`src/rtl/bit_sched_64b.sv`:
```
// -----------------------------------------------------------------------------
// bit_sched_64b
//
// Purpose:
//   Walks a 64-bit job bitmap and hands out the index of every set bit, lowest
//   index first, one per valid/ready beat. Each granted bit is cleared from the
//   pending mask. A registered priority encoder runs in a one-cycle ENC state
//   ahead of every OUT state, so the best throughput is one index per two
//   cycles.
//
// Ports:
//   clk_i        clock
//   rst_n_i      asynchronous active-low reset
//   start_i      job start strobe, only sampled in IDLE
//   abort_i      abandon the current job (no done pulse), ignored in IDLE
//   mask_i       job bitmap, captured on an accepted start
//   busy_o       high in every state except IDLE (registered)
//   idx_valid_o  idx_o holds a granted index (OUT state only)
//   idx_ready_i  consumer accepts idx_o
//   idx_o        lowest set index of the pending mask
//   idx_last_o   idx_o is the final index of the job
//   done_o       one-cycle pulse when the job completes
//   cnt_o        beats completed in the current job (optional, see below)
//
// Configuration:
//   BIT_SCHED_CNT_EN  when defined, adds the 7-bit cnt_o beat counter.
// -----------------------------------------------------------------------------
module bit_sched_64b (
  input  logic        clk_i,
  input  logic        rst_n_i,
  input  logic        start_i,
  input  logic        abort_i,
  input  logic [63:0] mask_i,
  output logic        busy_o,
  output logic        idx_valid_o,
  input  logic        idx_ready_i,
  output logic [5:0]  idx_o,
  output logic        idx_last_o,
  output logic        done_o
`ifdef BIT_SCHED_CNT_EN
  ,
  output logic [6:0]  cnt_o
`endif
);

  typedef enum logic [1:0] {
    IDLE = 2'd0,
    ENC  = 2'd1,
    OUT  = 2'd2,
    DONE = 2'd3
  } state_e;

  state_e      state_q, state_d;
  logic [63:0] pending_q, pending_d;
  logic [5:0]  idx_q, idx_d;
  logic        last_q, last_d;
  logic        busy_q;

  logic [5:0]  encIdx;
  logic        encLast;
  logic        beat;
  logic        startAcc;
  logic        abortAcc;

  assign beat     = (state_q == OUT) && idx_ready_i;
  assign startAcc = (state_q == IDLE) && start_i;
  assign abortAcc = (state_q != IDLE) && abort_i;

  // Lowest-set-bit encoder; scanning downwards lets the lowest hit win.
  always_comb begin
    encIdx = 6'd0;
    for (int i = 63; i >= 0; i--) begin
      if (pending_q[i]) begin
        encIdx = 6'(i);
      end
    end
    encLast = ((pending_q & ~(64'd1 << encIdx)) == 64'd0);
  end

  // State register plus the registered datapath.
  always_ff @(posedge clk_i or negedge rst_n_i) begin
    if (!rst_n_i) begin
      state_q   <= IDLE;
      pending_q <= '0;
      idx_q     <= '0;
      last_q    <= 1'b0;
      busy_q    <= 1'b0;
    end else begin
      state_q   <= state_d;
      pending_q <= pending_d;
      idx_q     <= idx_d;
      last_q    <= last_d;
      busy_q    <= (state_d != IDLE);
    end
  end

  // Next-state logic; abort overrides every other transition.
  always_comb begin
    state_d = state_q;
    case (state_q)
      IDLE: begin
        if (start_i) begin
          state_d = (mask_i != 64'd0) ? ENC : DONE;
        end
      end
      ENC:  state_d = OUT;
      OUT: begin
        if (beat) begin
          state_d = last_q ? DONE : ENC;
        end
      end
      DONE:    state_d = IDLE;
      default: state_d = IDLE;
    endcase
    if (abortAcc) begin
      state_d = IDLE;
    end
  end

  // Pending mask and encoder result registers. The encoder result is only
  // captured in ENC so that idx_o/idx_last_o stay frozen while OUT stalls.
  always_comb begin
    pending_d = pending_q;
    idx_d     = idx_q;
    last_d    = last_q;
    if (startAcc) begin
      pending_d = mask_i;
    end
    if (state_q == ENC) begin
      idx_d  = encIdx;
      last_d = encLast;
    end
    if (beat) begin
      pending_d = pending_q & ~(64'd1 << idx_q);
    end
    if (abortAcc) begin
      pending_d = '0;
    end
  end

  // Output decode.
  always_comb begin
    idx_valid_o = (state_q == OUT);
    idx_o       = (state_q == OUT) ? idx_q : 6'd0;
    idx_last_o  = (state_q == OUT) && last_q;
    done_o      = (state_q == DONE);
    busy_o      = busy_q;
  end

`ifdef BIT_SCHED_CNT_EN
  logic [6:0] cnt_q, cnt_d;

  // Seven bits so a full 64-bit job can report 64 beats.
  always_comb begin
    cnt_d = cnt_q;
    if (startAcc) begin
      cnt_d = 7'd0;
    end
    if (beat) begin
      cnt_d = cnt_q + 7'd1;
    end
    if (abortAcc) begin
      cnt_d = 7'd0;
    end
  end

  always_ff @(posedge clk_i or negedge rst_n_i) begin
    if (!rst_n_i) begin
      cnt_q <= '0;
    end else begin
      cnt_q <= cnt_d;
    end
  end

  assign cnt_o = cnt_q;
`endif

endmodule

```
`config.mk`:
```
export PLATFORM = sky130hd
export DESIGN_NAME = bit_sched_64b
export DESIGN_NICKNAME = d
export VERILOG_FILES = /design/src/rtl/bit_sched_64b.sv
export SDC_FILE = /design/constraint.sdc
export NUM_CORES = 1
export LEC_CHECK = 0
export CAP_MARGIN = 20
export CORE_MARGIN = 3
export CORE_UTILIZATION = 48
export DETAILED_ROUTE_END_ITERATION = 10
export PLACE_DENSITY = 0.7
export SYNTH_ARGS = -nofsm -noshare
export SYNTH_HDL_FRONTEND = slang
export SYNTH_SLANG_ARGS = --single-unit
```
`constraint.sdc`:
```
create_clock -name clk_i -period 8.35 [get_ports clk_i]
set_clock_uncertainty 0.05 [all_clocks]
set_input_delay 1.67 -clock clk_i [delete_from_list [all_inputs] [get_ports clk_i]]
set_output_delay 1.67 -clock clk_i [all_outputs]
set_load 0.02 [all_outputs]
```
== Yosys cells after proc, flatten, opt, wreduce, memory -nomap -nowiden ==
Index checks and enable logic that the tools add are counted.

* Word-level logic and storage cells: 98
* Input bits: 69
* Register bits: 74

* Shift operators: 2
* Reductions and logical operators: 10
* Mux-type cells: 74
* Bitwise operators: 4
* Eq/ne operators: 3

{| class="wikitable"
|+ Operators by type and width
! kind !! count
|-
| $mux W6 || 65
|-
| $mux W64 || 3
|-
| $and A64 B64 Y64 || 2
|-
| $not A64 Y64 || 2
|-
| $shl A1 B6 Y64 const A || 2
|-
| $logic_not A64 Y1 || 1
|-
| $reduce_bool A64 Y1 || 1
|-
| $mux W2 || 5
|-
| $pmux W2 S4 || 1
|-
| $eq A2 B2 Y1 const B || 2
|-
| $logic_and A1 B1 Y1 || 4
|-
| $reduce_bool A2 Y1 || 2
|-
| $reduce_bool A3 Y1 || 1
|-
| $eq A2 B1 Y1 const B || 1
|-
| $logic_not A2 Y1 || 1
|}

== Longest topological paths before layout ==
Gate-level depths: netlist (run 1).

* Depth after elaboration: 68
* Depth in mapped cells: 12
* Mapped depth without buffers: 10

== Worst setup path after synthesis (run 1) ==
No wires, ideal clock.

* Kind: flip-flop to flip-flop
* Start: reg pending_q[19]
* End: reg last_q
* Arrival: 3293 ps
* Required time: 8197 ps
* Setup time: 103 ps
* Slack: 4903 ps
* Path buffers: 0
* Cell stages (with the launch flop): 11
* Cells stage by stage: dfrtp_1 or2_1 or3_1 a2111o_1 o21a_4 or4_4 o31a_1 o22ai_1 o21ai_1 or4b_1 o41ai_2

* Word-level cells in the longest chain between the ends: 24

{| class="wikitable"
|+ RTL lines
! item !! RTL line !! RTL
|-
| start: declaration || 54 || <nowiki>logic [63:0] pending_q, pending_d;</nowiki>
|-
| start signal: assignment || 90 || <nowiki>pending_q <= pending_d;</nowiki>
|-
| $mux W6 (20 in series) || 73 || <nowiki>if (pending_q[i]) begin</nowiki>
|-
| $shl A1 B6 Y64 || 77 || <nowiki>encLast = ((pending_q & ~(64'd1 << encIdx)) == 64'd0);</nowiki>
|-
| $not A64 Y64 || 77 ||
|-
| $and A64 B64 Y64 (*) || 77 ||
|-
| $logic_not A64 Y1 (*) || 77 ||
|-
| end signal: assignment || 92 || <nowiki>last_q <= last_d;</nowiki>
|-
| end: declaration || 56 || <nowiki>logic last_q, last_d;</nowiki>
|}

Mark *: on every way between the ends. The rest lies on a longest branch, timed or not.
A chain may end at the register's enable or synchronous reset.

== Worst setup path after layout (run 1) ==
* Start: reg pending_q[32]
* End: reg last_q

* Word-level cells in the longest chain between the ends: 37

{| class="wikitable"
|+ RTL lines
! item !! RTL line
|-
| $mux W6 (33 in series) || 73
|-
| $shl A1 B6 Y64 || 77
|-
| $not A64 Y64 || 77
|-
| $and A64 B64 Y64 (*) || 77
|-
| $logic_not A64 Y1 (*) || 77
|}

Marked as above.

==> summary.txt, run 1 <==
Outcome
  • Status: completed

Power
  • Pwr/cell area: 252 nW/um^2
  • Sw Pwr: 0.735 mW
  • Clock group share of total power: 25.2%
  • Gate power share: 39.6%
  • Total power: roughly 1.7 mW
  • Seq pwr share: 35.2%
  • Switching share of total power: 44.1%
  • P_leak: 2.66 nW
  • Internal Power: 0.931 mW
  • Worst ir drop on vdd: 154 uV

Detailed routing
  • Antenna-violating nets left: 0
  • # DRC: 0
  • DRT Pass-1 Iters: 6
  • WL final: between 20 and 25 mm
  • Avg Vias per Cell: 7.29
  • Vias: 6,342
  • DR iter-0 viols: ~900
  • Routed length per instance: 27.5 um

Synth
  • Syn_nets: 741
  • Top_reg_cell synth: dfrtp_1
  • Yosys cell types: 69
  • Syn_area_per_cell: 8.11 um^2
  • Post-synthesis instance total: 672
  • Ys async rst share: between 90% and 100%
  • Synth Warn #: 0
  • Seq/Total Area, Yosys: 34.0%
  • Top cell type by total area after synthesis: dfrtp_1
  • Synth top area cells: dfrtp_1, a22o_1, o21ai_0
  • Post-synth top area share: 34.0%
  • Yosys reg bits: 74
  • Number of synthesized flops with an enable pin: 0
  • Cell area after synthesis: between 5000 and 6000 um^2

Die
  • FP Rows: 38
  • Die Y: approximately 110 um
  • Die Wd: 113 um
  • Die footprint: ~13,000 um^2
  • Core Area: 11,000 um^2
  • Initial Utilization: 49.6%
  • I/O pin cnt: 79

Critical path
  • CP endpoint kind: register
  • Worst Path Buf+Inv: 0
  • R2r startpoint: pending_q[32]$_DFFE_PN0P_
  • Critical path class: reg2reg
  • Flop2flop setup slack: 3.81 ns
  • Worst flop-to-flop path endpoint: last_q$_DFFE_PN0N_
  • CP Max Fanout: 10
  • CP cell instances: nor4_1, o41ai_1, a2111o_1, o21ai_2, o211ai_1, o31ai_1, nand4_1, nor4_1, nand4_1, o41ai_2
  • R2R depth: 10
  • Critical path data arrival time: 4.73 ns
  • Worst EP required: around 8.5 ns
  • Max incr delay on CP: 0.91 ns
  • Slowest-stage cell, CP: nor4_1
  • Nature of the critical path startpoint: register
  • Family with the most delay on the worst path: compound AO/OA/AOI/OAI gates

Global route
  • Pin count of the biggest net entering global routing: 75
  • M3 GR Usage: a little under a tenth
  • Tot GR Track Use: 36.8%
  • Met1 GRT Util: 49.6%
  • GRT busiest layer: met2
  • Global-route wire length before repair: 35.7 mm
  • GRT Residual Overflow: 0
  • GR Util met2: around 56%
  • Initial antenna violation count: 0
  • Vias in the first global route: 5,926

Hold path
  • Hold path endpoint: pending_q[19]$_DFFE_PN0P_
  • Hold Crit Depth: 1
  • Hold Path Class: reg2reg
  • Hold path startpoint: pending_q[19]$_DFFE_PN0P_

Timing
  • Hold slack final: 0.543 ns
  • Max Slew Vio Count: 0
  • Setup ws final: 3.81 ns
  • Fin crit share: 54.4%
  • Final min period: 4.54 ns
  • RSZ-0062 raised after global routing: no
  • Max Freq: 0.220 GHz
  • Slew @ Worst Pin: 1.01 ns
  • Endpoints failing setup: 0
  • Max-slew headroom: about a third
  • Setup TNS: 0 ns
  • Final Hold Fails: 0

Cells and area
  • Antenna fix cells: 0
  • Commonest cells after routing, fill and taps aside: o21ai_0, nand2_1, clkdlybuf4s50_1
  • Area delta synth->final: 21.4%
  • Cell Count, Final, Fillers Out: 870
  • Final #Nets: 794
  • Share of cells above drive strength 1: under 10%
  • Most common cell after layout, fill and taps aside: o21ai_0

Clock network
  • Worst skew pair latency: 0.34 ns
  • CTS root buffer: clkbuf_16
  • TritonCTS clock tree: done
  • Post-CTS Repair Setup Buffers: 0
  • H-tree depth: 3
  • Post-cts gate resize count: 0
  • Clock-pin slew on the worst setup and hold paths: 0.06 ns
  • Clock Sinks: 74
  • CTS Hold Buffers Added: 0
  • Clk buf depth: 2
  • Clock buffer count from CTS: 9

Placement
  • IO buf count: roughly 80
  • Gpl congestion: 1.09
  • Dpl cells: 853
  • Dpl ws: just over 4 ns
  • Detail Placement HPWL: 17.8 mm

Run
  • MaxCap Viol Count: 0
metal layers:
metal / vias to the layer above / wire length (um) / share of wire (%)
met5: - / 0 / 0
li1: 2725 / - / -
met4: 0 / 1310 / 5.5
met1: 2971 / 8970 / 38
met3: 95 / 3060 / 13
met2: 551 / 10500 / 44
final cells by class:
class                           count  area (um^2)
Inverter                           14         52.6
Timing Repair Buffer               83          826
Multi-Input combinational cell    543         3390
Tap cell                          140          175
Sequential cell                    74         1850
Clock buffer                       11          243
Clock inverter                      5         77.6
Fill cell                         954         4370
sequential cells by signal, indices dropped and copies added, names as in the netlist:
signal / flops
busy_o: 1
pending_q: 64
last_q: 1
idx_q: 6
state_q: 2
power groups by stage:
stage	clock network, mW	logic (mW)	registers (mW)
final	0.419	0.659	0.587
after global routing	0.432	0.702	0.588
after CTS	0.421	0.632	0.570
after detailed placement	0	0.627	0.575
after global placement	0	0.631	0.574
after floorplan	0	0.448	0.495
worst max-delay path by stage:
stage	to	slack [ns]	depth (start not counted)	start
3_5_place_dp	last_q$_DFFE_PN0N_	4.10	10	pending_q[32]$_DFFE_PN0P_
6_report	last_q$_DFFE_PN0N_	3.81	10	pending_q[32]$_DFFE_PN0P_
2_1_floorplan	last_q$_DFFE_PN0N_	4.90	10	pending_q[19]$_DFFE_PN0P_
3_3_place_gp	last_q$_DFFE_PN0N_	3.97	10	pending_q[32]$_DFFE_PN0P_
5_1_grt	last_q$_DFFE_PN0N_	3.81	10	pending_q[32]$_DFFE_PN0P_
4_1_cts	last_q$_DFFE_PN0N_	4.08	10	pending_q[32]$_DFFE_PN0P_
through the flow:
step	utilization [%]	area, um^2
after floorplan	-	5450
after global placement	57.1	6280
after global routing	60.2	6620
after CTS	60.1	6600
after detailed placement	57.1	6280
final	60.2	6620
Yosys cell counts, types with 4 or more instances:
| master | instances |
|---|---|
| o211ai_1 | 6 |
| dfrtp_1 | 74 |
| and2_1 | 9 |
| nand4_1 | 15 |
| buf_1 | 8 |
| a211oi_1 | 5 |
| or2_2 | 5 |
| clkbuf_1 | 31 |
| o21ai_0 | 87 |
| a21o_1 | 11 |
| o31a_1 | 6 |
| nand3_1 | 13 |
| o311a_1 | 4 |
| o22ai_1 | 5 |
| or2_1 | 5 |
| nor2b_1 | 11 |
| nor3_1 | 15 |
| o41ai_1 | 12 |
| nor4_1 | 37 |
| nand2_1 | 86 |
| nand2b_1 | 10 |
| nor2_1 | 30 |
| or3_1 | 7 |
| o31ai_1 | 17 |
| or4_1 | 9 |
| a22o_1 | 53 |
| a21oi_1 | 30 |
| inv_1 | 14 |
kinds of logic (layout without fill, tap and decap cells):
| group | Yosys count | in the layout | synth area share, % |
|---|---|---|---|
| buffers and inverters | 55 | 113 | 3.95 |
| DFF | 74 | 74 | 34.0 |
| and+or+nand+nor | 271 | 271 | 27.2 |
| AOI/OAI and AO/OA | 271 | 271 | 34.7 |
| muxes | 1 | 1 | 0.184 |
No activity file was read; power rests on OpenSTA's default activity.
==> run 2, diff against run 1 <==
==> constraint.sdc (replaced) <==
create_clock -name clk_i -period 4.5 [get_ports clk_i]
set_clock_uncertainty 0.05 [all_clocks]
set_input_delay 0.9 -clock clk_i [delete_from_list [all_inputs] [get_ports clk_i]]
set_output_delay 0.9 -clock clk_i [all_outputs]
set_load 0.02 [all_outputs]
==> run 2 against run 1 <==
  * Die area unchanged
  * Clock-buffer cell count up 2
  * Final cell count up 3.4%
  * Global-route usage up 1.1 points
  * Fmax up 9.8%
  * Flip-flop and latch count unchanged
  * First-iteration DRC count up 3.5%
  * Routed wire length up 1.9%
  * Via count up 4.6%
  * Utilization up 1.7 points
  * Cell area up 2.7%
  * Critical path type unchanged
  * Largest cell class unchanged
  * Highest routed layer unchanged
==> summary.txt, run 2 (synthesis results as in run 1) <==
Power
  • Sw Pwr: 1.40 mW
  • Clock group share of total power: between 20% and 30%
  • Gate power share: between 40 and 50%
  • Total power: 3.13 mW
  • Worst ir drop on vdd: 277 uV
  • P_leak: ~2.8 nW
  • Pwr/cell area: 460 nW/um^2
  • Internal Power: 1.73 mW
  • Seq pwr share: approximately a third
  • Switching share of total power: 44.7%

Detailed routing
  • Avg Vias per Cell: about 7.4
  • DRT Pass-1 Iters: 8
  • DR iter-0 viols: 927
  • Antenna-violating nets left: 0
  • WL final: 24.3 mm
  • Routed length per instance: 27.0 um
  • # DRC: 0
  • Vias: 6,633

Timing
  • Fin crit share: 91.9%
  • Hold slack final: 0.527 ns
  • Endpoints failing setup: 0
  • Setup ws final: 0.365 ns
  • Max Freq: between 0.2 and 0.25 GHz
  • Max-slew headroom: 32.6%
  • Slew @ Worst Pin: 1.01 ns
  • Final min period: 4.13 ns
  • RSZ-0062 raised after global routing: no
  • Final Hold Fails: 0
  • Max Slew Vio Count: 0
  • Setup TNS: 0 ns

Global route
  • Vias in the first global route: ~6.3k
  • Global-route wire length before repair: 37.1 mm
  • Pin count of the biggest net entering global routing: 75
  • GRT Residual Overflow: 0
  • Initial antenna violation count: 0
  • Tot GR Track Use: ~38%

Die
  • I/O pin cnt: 79
  • Die footprint: roughly 13,000 um^2
  • FP Rows: 38
  • Initial Utilization: about half
  • Core Area: 11,000 um^2
  • Die Y: between 100 and 150 um
  • Die Wd: 113 um

Critical path
  • Nature of the critical path startpoint: register
  • CP Max Fanout: 7
  • Max incr delay on CP: ~0.54 ns
  • Critical path class: reg2reg
  • CP endpoint kind: register
  • Family with the most delay on the worst path: simple AND/OR/NAND/NOR gates
  • Critical path data arrival time: 4.31 ns
  • CP cell instances: nor4_2, nor4b_2, nand3_1, nor4_4, o21ai_0, or3_1, a21oi_1, o21ai_1, or4b_1, o41ai_2
  • Worst Path Buf+Inv: 0
  • Slowest-stage cell, CP: dfrtp_1
  • Flop2flop setup slack: 0.37 ns
  • Worst EP required: 4.68 ns

Placement
  • Detail Placement HPWL: 18.2 mm
  • IO buf count: 78
  • Dpl cells: 883
  • Gpl congestion: 1.12
  • Dpl ws: 0.249 ns
  • Placed cell area: 6500 um^2

Cells and area
  • Cell Count, Final, Fillers Out: 900
  • Top reg by flops: pending_q
  • Final #Nets: 824
  • Largest register FFs: 64
  • Share of cells above drive strength 1: 10.1%
  • Area delta synth->final: 24.7%
  • Commonest cells after routing, fill and taps aside: o21ai_0, nand2_1, clkdlybuf4s50_1
  • Most common cell after layout, fill and taps aside: o21ai_0
  • Antenna fix cells: 0
  • Fin util: roughly 62%
  • Fin area: 6800 um^2
  • Top Registers: pending_q x64, idx_q x6, state_q x2

Clock network
  • Post-cts gate resize count: 0
  • Clk buf depth: 2
  • Clock buffer count from CTS: 9
  • TritonCTS clock tree: done
  • CTS root buffer: clkbuf_16
  • Worst skew pair latency: between 0.3 and 0.4 ns
  • Clock Sinks: 74
  • Post-CTS Repair Setup Buffers: 0
  • Clock-pin slew on the worst setup and hold paths: 0.06 ns
  • H-tree depth: 3
  • CTS Hold Buffers Added: 0

Run
  • MaxCap Viol Count: 0

Hold path
  • Hold Path Class: reg2reg

Outcome
  • Status: completed
[run 2: cell count changes in the layout (fill, tap and decap cells not counted), sizes merged]
cell and delta:
buf +30, bufinv -2, clkbuf +2, clkinv -1, inv +1
[run 2: layout make-up]
cell class,instances,area [um^2]
Clock buffer,13,270
Clock inverter,3,21.3
Fill cell,939,4190
Inverter,14,52.6
Multi-Input combinational cell,543,3390
Sequential cell,74,1850
Tap cell,140,175
Timing Repair Buffer,113,1040
[run 2: path summary, 6_finish.rpt]
path,cells past startpoint,end,start
max reg2reg,10,last_q$_DFFE_PN0N_,pending_q[23]$_DFFE_PN0P_
max in group asynchronous,2,pending_q[10]$_DFFE_PN0P_,rst_n_i
min reg2reg,1,pending_q[19]$_DFFE_PN0P_,pending_q[19]$_DFFE_PN0P_
min in group asynchronous,2,pending_q[20]$_DFFE_PN0P_,rst_n_i
min,1,pending_q[19]$_DFFE_PN0P_,pending_q[19]$_DFFE_PN0P_
max,10,last_q$_DFFE_PN0N_,pending_q[23]$_DFFE_PN0P_
[run 2: routing by layer]
layer | GRT usage (%) | vias up | share of wire [%]
met5 | 0 | - | 0
met4 | 21.4 | 0 | 6.6
met3 | 8.14 | 123 | 13
met2 | 57.3 | 605 | 44
met1 | 50.4 | 3121 | 37
li1 | - | 2784 | -
[run 2: power groups by stage]
stage / logic, mW / registers, mW / clock network [mW]
floorplan: 0.832 / 0.918 / 0
global placement: 1.30 / 1.04 / 0
detailed placement: 1.29 / 1.04 / 0
CTS: 1.31 / 1.03 / 0.710
global route: 1.45 / 1.06 / 0.743
finish: 1.36 / 1.06 / 0.709
==> run 3, diff against run 2 <==
--- a/config.mk
+++ b/config.mk
@@ -10,6 +10,7 @@
 export CORE_UTILIZATION = 48
 export DETAILED_ROUTE_END_ITERATION = 10
 export PLACE_DENSITY = 0.7
+export SLEW_MARGIN = 20
 export SYNTH_ARGS = -nofsm -noshare
 export SYNTH_HDL_FRONTEND = slang
 export SYNTH_SLANG_ARGS = --single-unit
==> run 3 against run 2 <==
  * Flip-flop and latch count unchanged
  * Combinational power about the same
  * First-iteration DRC count down 2.4%
  * Die area unchanged
  * Via count is 0.20% lower
  * Sequential share of layout area is essentially flat
  * Final cell count is 0.11% lower
  * Worst setup slack got worse by 0.014 ns
  * Cell area about the same
  * Largest cell class unchanged
==> summary.txt, run 3 (synthesis results as in run 1) <==
Placement
  • Dpl ws: 0.249 ns
  • Detail Placement HPWL: approximately 18 mm
  • Gpl congestion: 1.12
  • IO buf count: 78

Cells and area
  • Top Registers: pending_q x64, idx_q x6, state_q x2
  • Commonest cells after routing, fill and taps aside: o21ai_0, nand2_1, clkdlybuf4s50_1
  • Sequential cell area: 1850 um^2
  • Top reg by flops: pending_q
  • Share of cells above drive strength 1: roughly 10%
  • Area delta synth->final: 24.7%
  • Largest register FFs: 64
  • Fill cell count: 940
  • Area of the multi-input gates: 3400 um^2
  • Final #Nets: between 800 and 900
  • Most common cell after layout, fill and taps aside: o21ai_0
  • Antenna fix cells: 0

Timing
  • Slew @ Worst Pin: between 0.9 and 1 ns
  • Max Slew Vio Count: 0
  • Final Hold Fails: 0
  • Max Freq: 0.241 GHz
  • Setup TNS: 0 ns
  • Fin crit share: between 90 and 100%
  • Endpoints failing setup: 0
  • Max-slew headroom: 33.4%
  • Final min period: 4.15 ns
  • RSZ-0062 raised after global routing: no
  • Setup ws final: 0.351 ns

Critical path
  • Slowest-stage cell, CP: dfrtp_1
  • CP cell instances: nor4_2, nor4b_2, nand3_1, nor4_4, o21ai_0, or3_1, a21oi_1, o21ai_1, or4b_1, o41ai_2
  • Critical path data arrival time: between 4 and 5 ns
  • R2R depth: 10
  • Flop2flop setup slack: ~0.35 ns
  • Levels on crit path: 10
  • CP Max Fanout: 7
  • Worst Path Buf+Inv: 0
  • Worst EP required: 4.68 ns
  • R2r startpoint: pending_q[23]$_DFFE_PN0P_
  • Worst flop-to-flop path endpoint: last_q$_DFFE_PN0N_
  • Critical path class: reg2reg
  • CP endpoint kind: register
  • Max incr delay on CP: 0.53 ns
  • Nature of the critical path startpoint: register
  • Family with the most delay on the worst path: simple AND/OR/NAND/NOR gates

Die
  • I/O pin cnt: 79
  • Die Wd: 113 um
  • Core Area: 11,000 um^2
  • Die footprint: 12,700 um^2
  • FP Rows: 38
  • Die Y: 113 um
  • Initial Utilization: 49.6%

Global route
  • Pin count of the biggest net entering global routing: 75
  • Global-route wire length before repair: roughly 37 mm
  • Tot GR Track Use: a little under two fifths
  • GRT Residual Overflow: 0
  • Vias in the first global route: 6,279
  • Initial antenna violation count: 0

Clock network
  • Post-CTS Repair Setup Buffers: 0
  • TritonCTS clock tree: done
  • CTS Hold Buffers Added: 0
  • Post-cts gate resize count: 0
  • H-tree depth: 3
  • Worst skew pair latency: 0.34 ns
  • Clock buffer count from CTS: 9
  • Clk buf depth: 2
  • CTS root buffer: clkbuf_16
  • Clock Sinks: 74
  • Clock-pin slew on the worst setup and hold paths: 0.06 ns

Power
  • Internal Power: 1.73 mW
  • Pwr/cell area: 461 nW/um^2
  • Switching share of total power: ~45%
  • Sw Pwr: about 1.4 mW
  • Seq pwr share: about a third
  • P_leak: 2.79 nW
  • Worst ir drop on vdd: roughly 280 uV
  • Gate power share: 43.5%
  • Clock group share of total power: 22.8%

Detailed routing
  • Antenna-violating nets left: 0
  • Avg Vias per Cell: ~7.4
  • Vias: approximately 6.6k
  • # DRC: 0
  • DR iter-0 viols: 905
  • Routed length per instance: 27.0 um
  • DRT Pass-1 Iters: 8
  • WL final: roughly 24 mm

Hold path
  • Hold path endpoint: pending_q[19]$_DFFE_PN0P_
  • Hold path startpoint: pending_q[19]$_DFFE_PN0P_
  • Hold Path Class: reg2reg
  • Hold Crit Depth: 1

Outcome
  • Status: completed

Run
  • MaxCap Viol Count: 0
==> run 3: cell types whose count changed in the layout (fill, tap and decap cells not counted), sizes merged <==
cell and delta:
buf -1
==> run 3: area by class of cell <==
cell class	count	share of cell area, %
Timing Repair Buffer	112	15.2
Inverter	14	0.773
Clock buffer	13	3.97
Sequential cell	74	27.2
Clock inverter	3	0.313
Tap cell	140	2.58
Multi-Input combinational cell	543	50.0
==> run 3: metrics by stage <==
step	instance area, um^2	std cells	utilization (%)	hold WS (ns)	total power, mW
after detailed placement	6500	883	59.2	0.498	2.33
after CTS	6790	899	61.8	0.513	3.04
after floorplan	5450	672	-	0.407	1.75
after global placement	6500	883	59.2	0.489	2.34
after global routing	6800	899	61.9	0.555	3.25
final	6800	899	61.9	0.526	3.13
==> run 3: worst max-delay path by stage <==
stage | startpoint | slack [ns] | to
final | pending_q[23]$_DFFE_PN0P_ | 0.35 | last_q$_DFFE_PN0N_
after global routing | pending_q[23]$_DFFE_PN0P_ | 0.14 | last_q$_DFFE_PN0N_
after floorplan | pending_q[19]$_DFFE_PN0P_ | 1.05 | last_q$_DFFE_PN0N_
after detailed placement | pending_q[37]$_DFFE_PN0P_ | 0.25 | last_q$_DFFE_PN0N_
after global placement | pending_q[37]$_DFFE_PN0P_ | 0.18 | last_q$_DFFE_PN0N_
after CTS | pending_q[37]$_DFFE_PN0P_ | 0.22 | last_q$_DFFE_PN0N_
==> run 3: per-layer routing <==
| layer | global-route usage [%] | routed length (um) | vias up |
|---|---|---|---|
| li1 | - | - | 2790 |
| met2 | 57.3 | 10700 | 596 |
| met5 | 0 | 0 | - |
| met3 | 8.14 | 3110 | 120 |
| met1 | 50.4 | 8920 | 3114 |
| met4 | 21.4 | 1560 | 0 |
==> run 3: worst reg2reg max path: cells and delay by family (launching register included) <==
family | cells | cell delay, ns
AOI/OAI and AO/OA | 4 | 1.00
DFF | 1 | 0.53
and+or+nand+nor | 6 | 2.47
==> run 3: power groups by stage <==
| stage | clock [mW] | combinational (mW) | sequential, mW |
|---|---|---|---|
| 6_report | 0.714 | 1.36 | 1.06 |
| 5_1_grt | 0.743 | 1.45 | 1.06 |
| 4_1_cts | 0.710 | 1.31 | 1.03 |
| 3_5_place_dp | 0 | 1.29 | 1.04 |
| 3_3_place_gp | 0 | 1.30 | 1.04 |
| 2_1_floorplan | 0 | 0.832 | 0.918 |
